## src/rtl/dac_segment_encoder_if.sv

```systemverilog
// Control and switch-array bus of the segmented DAC front end.
// The master drives power/code inputs; the slave (encoder) drives switch enables.
interface dac_segment_encoder_if;
   logic        pdb;
   logic        code_vld;
   logic [9:0]  code;
   logic        red_en;
   logic        ready;
   logic [16:0] sw_them;
   logic [5:0]  sw_bin;
   logic        sw_bin_red;
   logic [4:0]  dwa_ptr;

   modport master (
      output pdb, code_vld, code, red_en,
      input  ready, sw_them, sw_bin, sw_bin_red, dwa_ptr
   );

   modport slave (
      input  pdb, code_vld, code, red_en,
      output ready, sw_them, sw_bin, sw_bin_red, dwa_ptr
   );
endinterface

```

## src/rtl/dac_segment_encoder.sv

```systemverilog
// Segmented DAC front end: 4-bit MSB count -> 17-unit thermometer pool, 6 binary LSBs,
// power-up settle sequencing. Define DAC_DWA_EN for data-weighted-averaging rotation.
module dac_segment_encoder #(
   parameter int unsigned SETTLE_CYCLES = 16
) (
   input  logic                        clk,
   input  logic                        rstb,
   dac_segment_encoder_if.slave        bus
);

   typedef enum logic [1:0] {ST_OFF, ST_SETTLE, ST_RUN} state_t;

   localparam logic [7:0] SETTLE_LAST = 8'(SETTLE_CYCLES - 1);

   state_t      state, state_nxt;
   logic [7:0]  settle_cnt, settle_cnt_nxt;
   logic        run;

   logic [9:0]  code_p0;
   logic        vld_p0;
   logic [3:0]  cnt;
   logic [16:0] them_nxt;
   logic [16:0] them_p1;
   logic [5:0]  bin_p1;
   logic        red_p1;

   function automatic logic [16:0] them_mask(input logic [3:0] n);
      return (17'd1 << n) - 17'd1;
   endfunction

`ifdef DAC_DWA_EN
   logic [4:0] ptr_p1;

   // Sum of pointer (<=16) and count (<=15) fits in 5 bits; a single subtract wraps it.
   function automatic logic [4:0] wrap17(input logic [4:0] sum);
      return (sum >= 5'd17) ? sum - 5'd17 : sum;
   endfunction

   function automatic logic [16:0] rotl17(input logic [16:0] v, input logic [4:0] p);
      logic [33:0] dbl;
      dbl = {v, v} << p;
      return dbl[33:17];
   endfunction
`endif

   always_ff @(posedge clk or negedge rstb) begin
      if (!rstb) begin
         state      <= ST_OFF;
         settle_cnt <= '0;
      end else begin
         state      <= state_nxt;
         settle_cnt <= settle_cnt_nxt;
      end
   end

   always_comb begin
      state_nxt      = state;
      settle_cnt_nxt = settle_cnt;
      case (state)
         ST_OFF: begin
            if (bus.pdb) begin
               state_nxt      = ST_SETTLE;
               settle_cnt_nxt = '0;
            end
         end
         ST_SETTLE: begin
            if (settle_cnt == SETTLE_LAST) state_nxt = ST_RUN;
            else                           settle_cnt_nxt = settle_cnt + 8'd1;
         end
         ST_RUN:  state_nxt = ST_RUN;
         default: state_nxt = ST_OFF;
      endcase
      if (!bus.pdb) begin
         state_nxt      = ST_OFF;
         settle_cnt_nxt = '0;
      end
   end

   // A falling pdb clears the datapath on the same edge that drops the FSM to OFF.
   assign run = (state == ST_RUN) && bus.pdb;
   assign cnt = code_p0[9:6];

`ifdef DAC_DWA_EN
   assign them_nxt = rotl17(them_mask(cnt), ptr_p1);

   always_ff @(posedge clk or negedge rstb) begin
      if (!rstb)                 ptr_p1 <= '0;
      else if (!run)             ptr_p1 <= '0;
      else if (vld_p0)           ptr_p1 <= wrap17(ptr_p1 + {1'b0, cnt});
   end

   assign bus.dwa_ptr = ptr_p1;
`else
   assign them_nxt    = them_mask(cnt);
   assign bus.dwa_ptr = '0;
`endif

   // stage p0: code capture
   always_ff @(posedge clk or negedge rstb) begin
      if (!rstb) begin
         code_p0 <= '0;
         vld_p0  <= 1'b0;
      end else if (!run) begin
         code_p0 <= '0;
         vld_p0  <= 1'b0;
      end else begin
         vld_p0 <= bus.code_vld;
         if (bus.code_vld) code_p0 <= bus.code;
      end
   end

   // stage p1: switch enables
   always_ff @(posedge clk or negedge rstb) begin
      if (!rstb) begin
         them_p1 <= '0;
         bin_p1  <= '0;
         red_p1  <= 1'b0;
      end else if (!run) begin
         them_p1 <= '0;
         bin_p1  <= '0;
         red_p1  <= 1'b0;
      end else if (vld_p0) begin
         them_p1 <= them_nxt;
         bin_p1  <= code_p0[5:0];
         red_p1  <= bus.red_en & code_p0[0];
      end
   end

   assign bus.ready      = (state == ST_RUN);
   assign bus.sw_them    = them_p1;
   assign bus.sw_bin     = bin_p1;
   assign bus.sw_bin_red = red_p1;

endmodule

```

## src/flat_wrapper.sv

```systemverilog
// flat-port wrapper written by rule: the top's interface ports become plain ports
module dac_segment_encoder_flat 
#(
   parameter int unsigned SETTLE_CYCLES = 16
)
  (clk, rstb, bus_pdb, bus_code_vld, bus_code, bus_red_en, bus_ready, bus_sw_them, bus_sw_bin, bus_sw_bin_red, bus_dwa_ptr);
  dac_segment_encoder_if bus_i ();
  input  logic clk;
  input  logic rstb;
  input wire logic [$bits(bus_i.pdb)-1:0] bus_pdb;
  input wire logic [$bits(bus_i.code_vld)-1:0] bus_code_vld;
  input wire logic [$bits(bus_i.code)-1:0] bus_code;
  input wire logic [$bits(bus_i.red_en)-1:0] bus_red_en;
  output wire logic [$bits(bus_i.ready)-1:0] bus_ready;
  output wire logic [$bits(bus_i.sw_them)-1:0] bus_sw_them;
  output wire logic [$bits(bus_i.sw_bin)-1:0] bus_sw_bin;
  output wire logic [$bits(bus_i.sw_bin_red)-1:0] bus_sw_bin_red;
  output wire logic [$bits(bus_i.dwa_ptr)-1:0] bus_dwa_ptr;
  assign bus_i.pdb = bus_pdb;
  assign bus_i.code_vld = bus_code_vld;
  assign bus_i.code = bus_code;
  assign bus_i.red_en = bus_red_en;
  assign bus_ready = bus_i.ready;
  assign bus_sw_them = bus_i.sw_them;
  assign bus_sw_bin = bus_i.sw_bin;
  assign bus_sw_bin_red = bus_i.sw_bin_red;
  assign bus_dwa_ptr = bus_i.dwa_ptr;
  dac_segment_encoder #(.SETTLE_CYCLES(SETTLE_CYCLES)) u_core (.clk(clk), .rstb(rstb), .bus(bus_i));
endmodule
```

## config.mk

```make
export PLATFORM = sky130hd
export DESIGN_NAME = dac_segment_encoder_flat
export DESIGN_NICKNAME = d
export VERILOG_FILES = /design/src/rtl/dac_segment_encoder_if.sv /design/src/rtl/dac_segment_encoder.sv /design/src/flat_wrapper.sv
export SDC_FILE = /design/constraint.sdc
export NUM_CORES = 1
export LEC_CHECK = 0
export ABC_AREA = 1
export CAP_MARGIN = 25
export CORE_ASPECT_RATIO = 1.1
export CORE_MARGIN = 10
export CORE_UTILIZATION = 51
export DETAILED_ROUTE_END_ITERATION = 8
export MAX_ROUTING_LAYER = met4
export PLACE_DENSITY = 0.87
export SYNTH_ARGS = -nofsm -noshare
export SYNTH_HDL_FRONTEND = slang
export SYNTH_SLANG_ARGS = --single-unit
```

## constraint.sdc

```tcl
create_clock -name clk -period 1.7 [get_ports clk]
set_input_delay 0.17 -clock clk [delete_from_list [all_inputs] [get_ports clk]]
set_output_delay 0.17 -clock clk [all_outputs]
set_load 0.005 [all_outputs]
```

## After elaboration in Yosys (flattened, before gate mapping)

Index checks and enable logic that the tools add are counted.

| operators by class | value |
|---|---|
| reduce and logical (&&, ||, !) cells | 3 |
| shift operators | 1 |
| add/sub/neg operators | 2 |
| bitwise logic cells | 1 |
| eq/ne operators | 8 |
| muxes and demuxes | 15 |

Operators by type and width:

| operator | number |
|---|---|
| $mux W17 | 2 |
| $mux W10 | 2 |
| $shl A1 B4 Y17 const A | 1 |
| $sub A17 B1 Y17 const B | 1 |
| $mux W8 | 2 |
| $pmux W8 S2 | 1 |
| $mux W6 | 2 |
| $add A8 B1 Y8 const B | 1 |
| $eq A8 B4 Y1 const B | 1 |
| $pmux W2 S3 | 1 |
| $mux W2 | 2 |
| $ne A2 B2 Y1 const B | 2 |
| $mux W1 | 3 |
| $ne A3 B1 Y1 const B | 1 |
| $ne A3 B2 Y1 const B | 1 |
| $ne A3 B3 Y1 const B | 1 |
| $eq A2 B1 Y1 const B | 1 |
| $eq A2 B2 Y1 const B | 1 |
| $logic_not A2 Y1 | 1 |
| $reduce_and A2 Y1 | 1 |
| $and A1 B1 Y1 | 1 |
| $logic_and A1 B1 Y1 | 1 |

| word-level totals | value |
|---|---|
| output and inout bits | 30 |
| bits in registers | 45 |
| bits of input ports | 15 |

## Longest topological paths before layout

Gate-level depths: netlist of run 1.

| logic depth | value |
|---|---|
| depth in word-level cells | 4 |
| mapped depth | 10 |
| mapped depth without buffers | 9 |

## Worst setup path after synthesis of run 1

OpenSTA, ideal clock, no wires.

| path | value |
|---|---|
| kind | register to register |
| start | register u_core.code_p0[8] |
| end | register u_core.them_p1[10] (netlist: u_core.bus.sw_them[10]) |
| period minus slack after synthesis | 1.511 ns |
| slack | 0.189 ns |
| cell stages (with the launch flop) | 11 |
| data arrival time | 1.393 ns |
| cells stage by stage | dfrtp_1 -> buf_2 -> nor2_1 -> nand3_1 -> ha_1 -> inv_1 -> a21oi_1 -> nand2_1 -> nand2_1 -> nand3_1 -> nand2_1 |

| between the ends | value |
|---|---|
| cells in the longest elaborated chain, start to end | 4 |

Ends and longest elaborated chain:

| element | RTL line | source |
|---|---|---|
| from (decl) | dac_segment_encoder.sv:19 | `logic [9:0] code_p0;` |
| from (signal assigned) | dac_segment_encoder.sv:108 | `if (bus.code_vld) code_p0 <= bus.code;` |
| $shl A1 B4 Y17 | dac_segment_encoder.sv:28 | `return (17'd1 << n) - 17'd1;` |
| $sub A17 B1 Y17 | dac_segment_encoder.sv:28 |  |
| $mux W17 | dac_segment_encoder.sv:122 | `end else if (vld_p0) begin` |
| $mux W17 | dac_segment_encoder.sv:118 | `end else if (!run) begin` |
| to (signal assigned) | dac_segment_encoder.sv:123 | `them_p1 <= them_nxt;` |
| to (decl) | dac_segment_encoder.sv:23 | `logic [16:0] them_p1;` |

No other way between the ends. The select of a mux whose other input is x is not followed.
A chain may end at the register's enable or synchronous reset.

## Worst setup path after layout of run 1

| path | value |
|---|---|
| start | register u_core.state[0] |
| end | output bus_ready |

| between the ends | value |
|---|---|
| cells in the longest elaborated chain, start to end | 1 |

Ends and longest elaborated chain:

| element | RTL line | source |
|---|---|---|
| from (decl) | dac_segment_encoder.sv:15 | `state_t state, state_nxt;` |
| from (signal assigned) | dac_segment_encoder.sv:51 | `state <= state_nxt;` |
| $eq A2 B2 Y1 | dac_segment_encoder.sv:129 | `assign bus.ready = (state == ST_RUN);` |
| to (decl) | flat_wrapper.sv:14 | `output wire logic [$bits(bus_i.ready)-1:0] bus_ready;` |

No other way between the ends.

==> metrics.csv, run 1 <==
metric,value,unit
yosys.area.top_type,dfrtp_1,
critPathKind,register to output pin,
dr.pass1.iters,4,
clk_pin_slew,90,ps
drive_above_1_share,12.1,%
critPathMaxFanout,3,
core,4320,sq um
first_iter_violations,111,
cts-htree-levels,2,
cts_root_buf,clkbuf_8,
place_inst,367,
cp-end-kind,output pin,
postRouteAntennaNets,0,
startpoint_type,register,
die_y,90.0,microns
fin_crit,1650,ps
grt_max_degree,46,
place_area,2760,sq um
grt_pass1_wl,9000,microns
synth-seq-area-share,49.5,%
switching_power,0.000804,W
synth.area.top_cells,"dfrtp_1 50%, nand2_1 13%, o21ai_0 5.3%, nand3_1 5.1%, inv_1 5.0%",
io_pins,45,
avgSynthCellArea,8.36,sq um
drc,0,
switching_share,32.9,%
r2r_cells,9,
finalNetCount,343,
area_growth,27.1,%
cts.sinks,45,
wl_per_cell,14.0,microns
cts.path.max_buffers,2,
combPwrFrac,25.8,%
fmax,606,MHz
design_area,2890,sq um
outcome,completed,
synth-warning-count,0,
clk_latency,300,ps
arrival,1480,ps
hp-class,primary input to async pin,
overflow,0,
die_w,83.7,microns
grtUsageTotal,14.5,%
die_area,7530,sq um
syn_area,2270,sq um
cts_tree,done,
nFillCells,358,
initial_utilization,52.7,%
final_max_slew_viol_count,0,
final_common_cell,nand2_1,
num_antenna_cells,0,
whs,358,ps
p_int,0.00164,W
synth.ff_latch_count,45,
powerDensity,846,nW/um^2
rows,25,
worst_ep_required_time,1530,ps
synth_cell_types,26,
finalWirelength,5290,microns
gp_congestion,0.902,
finalNonFillerCells,377,
hold_viol,0,
hpwl,3930,microns
peakVddDrop,0.560,mV
vias,1980,
fin_crit_sh,97.1,%
routed_via_density,5.25,
final_cell_mix,"78 x nand2_1, 43 x dfrtp_1, 38 x clkdlybuf4s50_1",
drv_cap,0,
pwr-share-seq,47.6,%
p_leak,1.34,nW
skew,7.56,ps
synth_top_area_share,49.5,%
synth_cells,272,
numCtsBuffers,5,
setup_viol,0,
pwr-share-clk,26.6,%
port_buffers,39,
antenna_found_initial,0,
grt_pass1_vias,1985,
==> area by class of cell <==
| cell class | count | area (sq um) | share of cell area [%] |
|---|---|---|---|
| sequential | 45 | 1130 | 39.0 |
| tap | 54 | 67.6 | 2.34 |
| multi-input combinational | 188 | 998 | 34.5 |
| clock buffer | 5 | 68.8 | 2.38 |
| inverter | 31 | 119 | 4.11 |
| clock inverter | 3 | 17.5 | 0.606 |
| timing repair buffer | 51 | 490 | 17.0 |
==> critical path: stages (launching register included) <==
cell and delay [ps]:
dfrtp_1 400, inv_2 100, ha_4 170, clkdlybuf4s50_1 500
==> power by group through the flow <==
stage,Sequential [W],Combinational [W],Clock (W)
global placement,0.00117,0.000546,0
finish,0.00116,0.000631,0.000651
global route,0.00117,0.000689,0.000703
detailed placement,0.00118,0.000579,0
floorplan,0.00117,0.000382,0
CTS,0.00116,0.000598,0.000663
==> synth_stat cells <==
cell type,count
or2_2,1
inv_2,1
dfrtp_1,45
nand3_1,23
nand2_1,78
o21ai_0,24
o21ai_1,5
a22o_1,1
nor3_1,1
conb_1,1
nor2_4,4
a21oi_4,1
nor3b_1,1
a21oi_1,4
nand4_1,10
nand3_4,1
ha_1,6
inv_1,30
o21ai_2,2
o21bai_1,1
nor2_1,14
a32o_1,1
nand2_4,3
o31ai_1,2
buf_4,6
buf_2,6
==> metrics by stage <==
step / power (W) / TNS (ps) / worst slack, ps / util (%)
finish: 0.00245 / 0 / 49.6 / 67.0
global route: 0.00256 / -3.32 / -3.32 / 67.0
CTS: 0.00242 / 0 / 25.0 / 66.3
detailed placement: 0.00176 / 0 / 54.7 / 63.8
global placement: 0.00172 / 0 / 144 / 63.8
floorplan: 0.00155 / 0 / 189 / -
==> registers in the layout, indices dropped and copies added, names as in the netlist <==
signal / flops
u_core.state: 2
u_core.settle_cnt: 8
u_core.bus.sw_bin: 6
u_core.code_p0: 10
u_core.vld_p0: 1
u_core.bus.sw_bin_red: 1
u_core.bus.sw_them: 17
==> final timing paths <==
kind,slack [ps],end,start
worst max-delay path,50,bus_ready,u_core.state[0]
worst min-delay path,360,u_core.bus.sw_bin[3],rstb
worst max register to register,150,u_core.bus.sw_them[10],u_core.code_p0[7]
worst min register to register,480,u_core.bus.sw_them[14],u_core.bus.sw_them[14]
max in group asynchronous,1110,u_core.code_p0[7],rstb
min in group clk,420,u_core.code_p0[0],bus_code[0]
==> per-layer routing <==
metal	share of wire, %	vias to the layer above	GRT usage, %
li1	-	973	-
met1	43	922	16.3
met2	48	72	23.6
met3	5.2	13	3.34
met4	3.0	0	7.26
met5	0	-	-
==> cells by family after synthesis <==
logic type | after synthesis | synth area share, %
AOI/OAI and AO/OA | 41 | 10.6
adders and majority gates | 6 | 3.30
buffers and inverters | 43 | 8.42
DFF | 45 | 49.5
other | 1 | 0.165
and+or+nand+nor | 136 | 28.1
==> repair_timing <==
action / 4_1_cts / 5_1_grt
endpoints found under the setup margin: 1 / 6
gates resized for setup: 3 / 6
hold buffers: 1 / 0
hold endpoints to repair: 45 / 0
setup buffers: 0 / 1
(Power assumes the default switching activity.)
==> inputs of run 2 (changes only) <==
Settings changed: CAP_MARGIN 25 to not set.
==> results of run 2 <==
Final layout, timing and power as in run 1 (identical DEF).
==> variant: new RTL, flow settings as in run 2 <==
The option `DAC_DWA_EN` is turned on by a define.
--- a/src/rtl/dac_segment_encoder.sv
+++ b/src/rtl/dac_segment_encoder.sv
@@ -2,2 +2,4 @@
 // power-up settle sequencing. Define DAC_DWA_EN for data-weighted-averaging rotation.
+`define DAC_DWA_EN
+
 module dac_segment_encoder #(
Function: no difference found for any inputs over 10 cycles, from zero or initial values and one cycle with rstb low; that may be too few to reach the edited logic, so the function may still have changed.
==> variant against run 2 <==
The flow now finishes with violations (setup timing). Sequential share of layout area down 14 points. Total power up 32%. Synthesized area up 61%. Design area up 76%. Synthesized cell count up 100%. Setup slack worse by 820 ps. Global-route usage up 7.3 points. Die area up 45%. Sequential cell count up 5. Critical path type is now register to register. Wire length up 140%.
==> variant: results (changes against run 2) <==
outcome finished, violations left; failing checks setup timing; Seq pwr share 38.9% (-8.7 points); number of H-tree levels 2 (unchanged); slowest CP cell dfrtp_1; Detailed Place HPWL 8.54 mm (+120%); max FFs per register 17 (unchanged); Synth top cells by count nand2_1 (199), nand3_1 (115), dfrtp_1 (50); critical path's largest stage delay 390 ps (-110 ps); total number of vias 4468 (+130%); Max FO, Critical Path 3 (unchanged); initial antenna violation count 0 (unchanged); Worst Hold Class input port to asynchronous set/reset pin; worst setup margin -769 ps (-819 ps); placed cells 711 (+94%); CP delay by family, top simple AND/OR/NAND/NOR gates; Finish-stage setup viols 24 (+24); fraction of layout cells with a size suffix above 1 25.9% (+14 points); sequential area share after synthesis 34.2% (-15 points); Max VDD drop 0.580 mV (+3.5%); n_diodes 0 (unchanged); Overall Global Routing Usage 21.8% (+7.3 points); CTS Buf Count 5 (unchanged); layout net count 674 (+97%); worst rel slew slack around 64%; first-pass GRT wire length 19.2 mm (+110%); drt via density 6.10 (+16%); syn avg cell area 6.62 um^2 (-21%); Static Leak 0.00241 uW (+79%); post-synth top area share 34.2% (-15 points); largest net degree at the start of global routing 51 (+11%); cell-internal power 2150 uW (+31%); Unique masters post-synth 31 (+19%); number of synthesis warnings 0 (unchanged); Clock Path Buffers 2 (unchanged); 1st-pass router iterations 7 (+3); Starting DRT DRC Count 437 (+290%); Placer Congestion 1.02 (+14%); clock slew at reported path FFs approximately 100 ps; Worst Hold Slack 382 ps (+23.3 ps); ys async rst share 100% (unchanged); syn nets between 500 and 600; port bufs 44 (+13%); Fin Clk Skew 4.81 ps (-2.75 ps); clk_lat worst skew just over 300 ps; Area contributors post-synth dfrtp_1 (34%), nand2_1 (20%), nand3_1 (16%), o21ai_0 (4.8%), inv_1 (3.9%); critical path data arrival time 2650 ps (+1170 ps); CTS root buf clkbuf_8; drt total wl 12.8 mm (+140%); vias in the first global route 4218 (+110%)
variant: cell types whose count changed after synthesis, sizes merged, moves of 5 or more:
cell	delta
a21oi	+11
buf	+6
clkbuf	+6
dfrtp	+5
ha	+5
inv	+11
nand2	+121
nand3	+95
o21ai	+14
variant: final cells by class:
cell class              count  area (um^2)
clock buffers               6         82.6
inverters                  44          170
fillers                   478         1920
flip-flops and latches     50         1250
clock inverters             2         38.8
well taps                  85          106
repair buffers            112         1040
multi-input cells         434         2390
variant: worst min-delay path: cells and delay by family:
kind / cells / cell delay (ps)
buf+inv: 3 / 910
variant: timing repair:
action,CTS,global route
gates resized for setup,36,48
pin swaps,18,23
cloned,0,0
endpoints found under the setup margin,26,30
hold buffers,1,0
endpoints found under the hold margin,50,0
buffers inserted,5,8
variant: routing by layer:
layer / part of all wire [%] / wire (um) / global-route usage, %
met1: 37 / 4760 / 24.8
met2: 50 / 6390 / 37.8
met3: 8.1 / 1040 / 2.78
met4: 5.0 / 646 / 8.89
met5: 0 / 0 / -
variant: cells by family after synthesis:
kind of cell | Yosys count | share of synthesized area [%]
AND/OR/NAND/NOR | 354 | 42.9
buffers and inverters | 68 | 8.39
AO/OA/AOI/OAI | 66 | 9.69
flip-flops | 50 | 34.2
adder cells (fa/ha/maj) | 12 | 4.32
XOR/XNOR | 2 | 0.480
variant: power by group through the flow:
stage	clock, uW	sequential (uW)	combinational (uW)
after global placement	0	1270	783
after detailed placement	0	1280	817
after floorplan	0	1270	501
after global routing	971	1260	1150
final	924	1260	1050
after CTS	928	1260	856
variant: metrics by stage:
stage | setup TNS, ps | instance area, um^2 | setup WS (ps)
after CTS | -8450 | 4850 | -443
after floorplan | -4720 | 3740 | -490
after detailed placement | -7540 | 4580 | -486
after global placement | -5580 | 4580 | -350
final | -11410 | 5080 | -769
after global routing | -14660 | 5080 | -849
variant: path summary, 6_finish.rpt:
kind                                               startpoint                            endpoint  cells after the start
max in group asynchronous                                rstb       u_core.code_p0[7]$_DFFE_PN0P_                      3
min in group clk                                  bus_code[8]       u_core.code_p0[8]$_DFFE_PN0P_                      3
hold / removal                                           rstb       u_core.code_p0[6]$_DFFE_PN0P_                      3
setup reg to reg                u_core.code_p0[6]$_DFFE_PN0P_   u_core.bus.dwa_ptr[3]$_DFFE_PN0P_                     12
setup / recovery                u_core.code_p0[6]$_DFFE_PN0P_   u_core.bus.dwa_ptr[3]$_DFFE_PN0P_                     12
hold reg to reg            u_core.bus.sw_them[12]$_DFFE_PN0P_  u_core.bus.sw_them[12]$_DFFE_PN0P_                      2
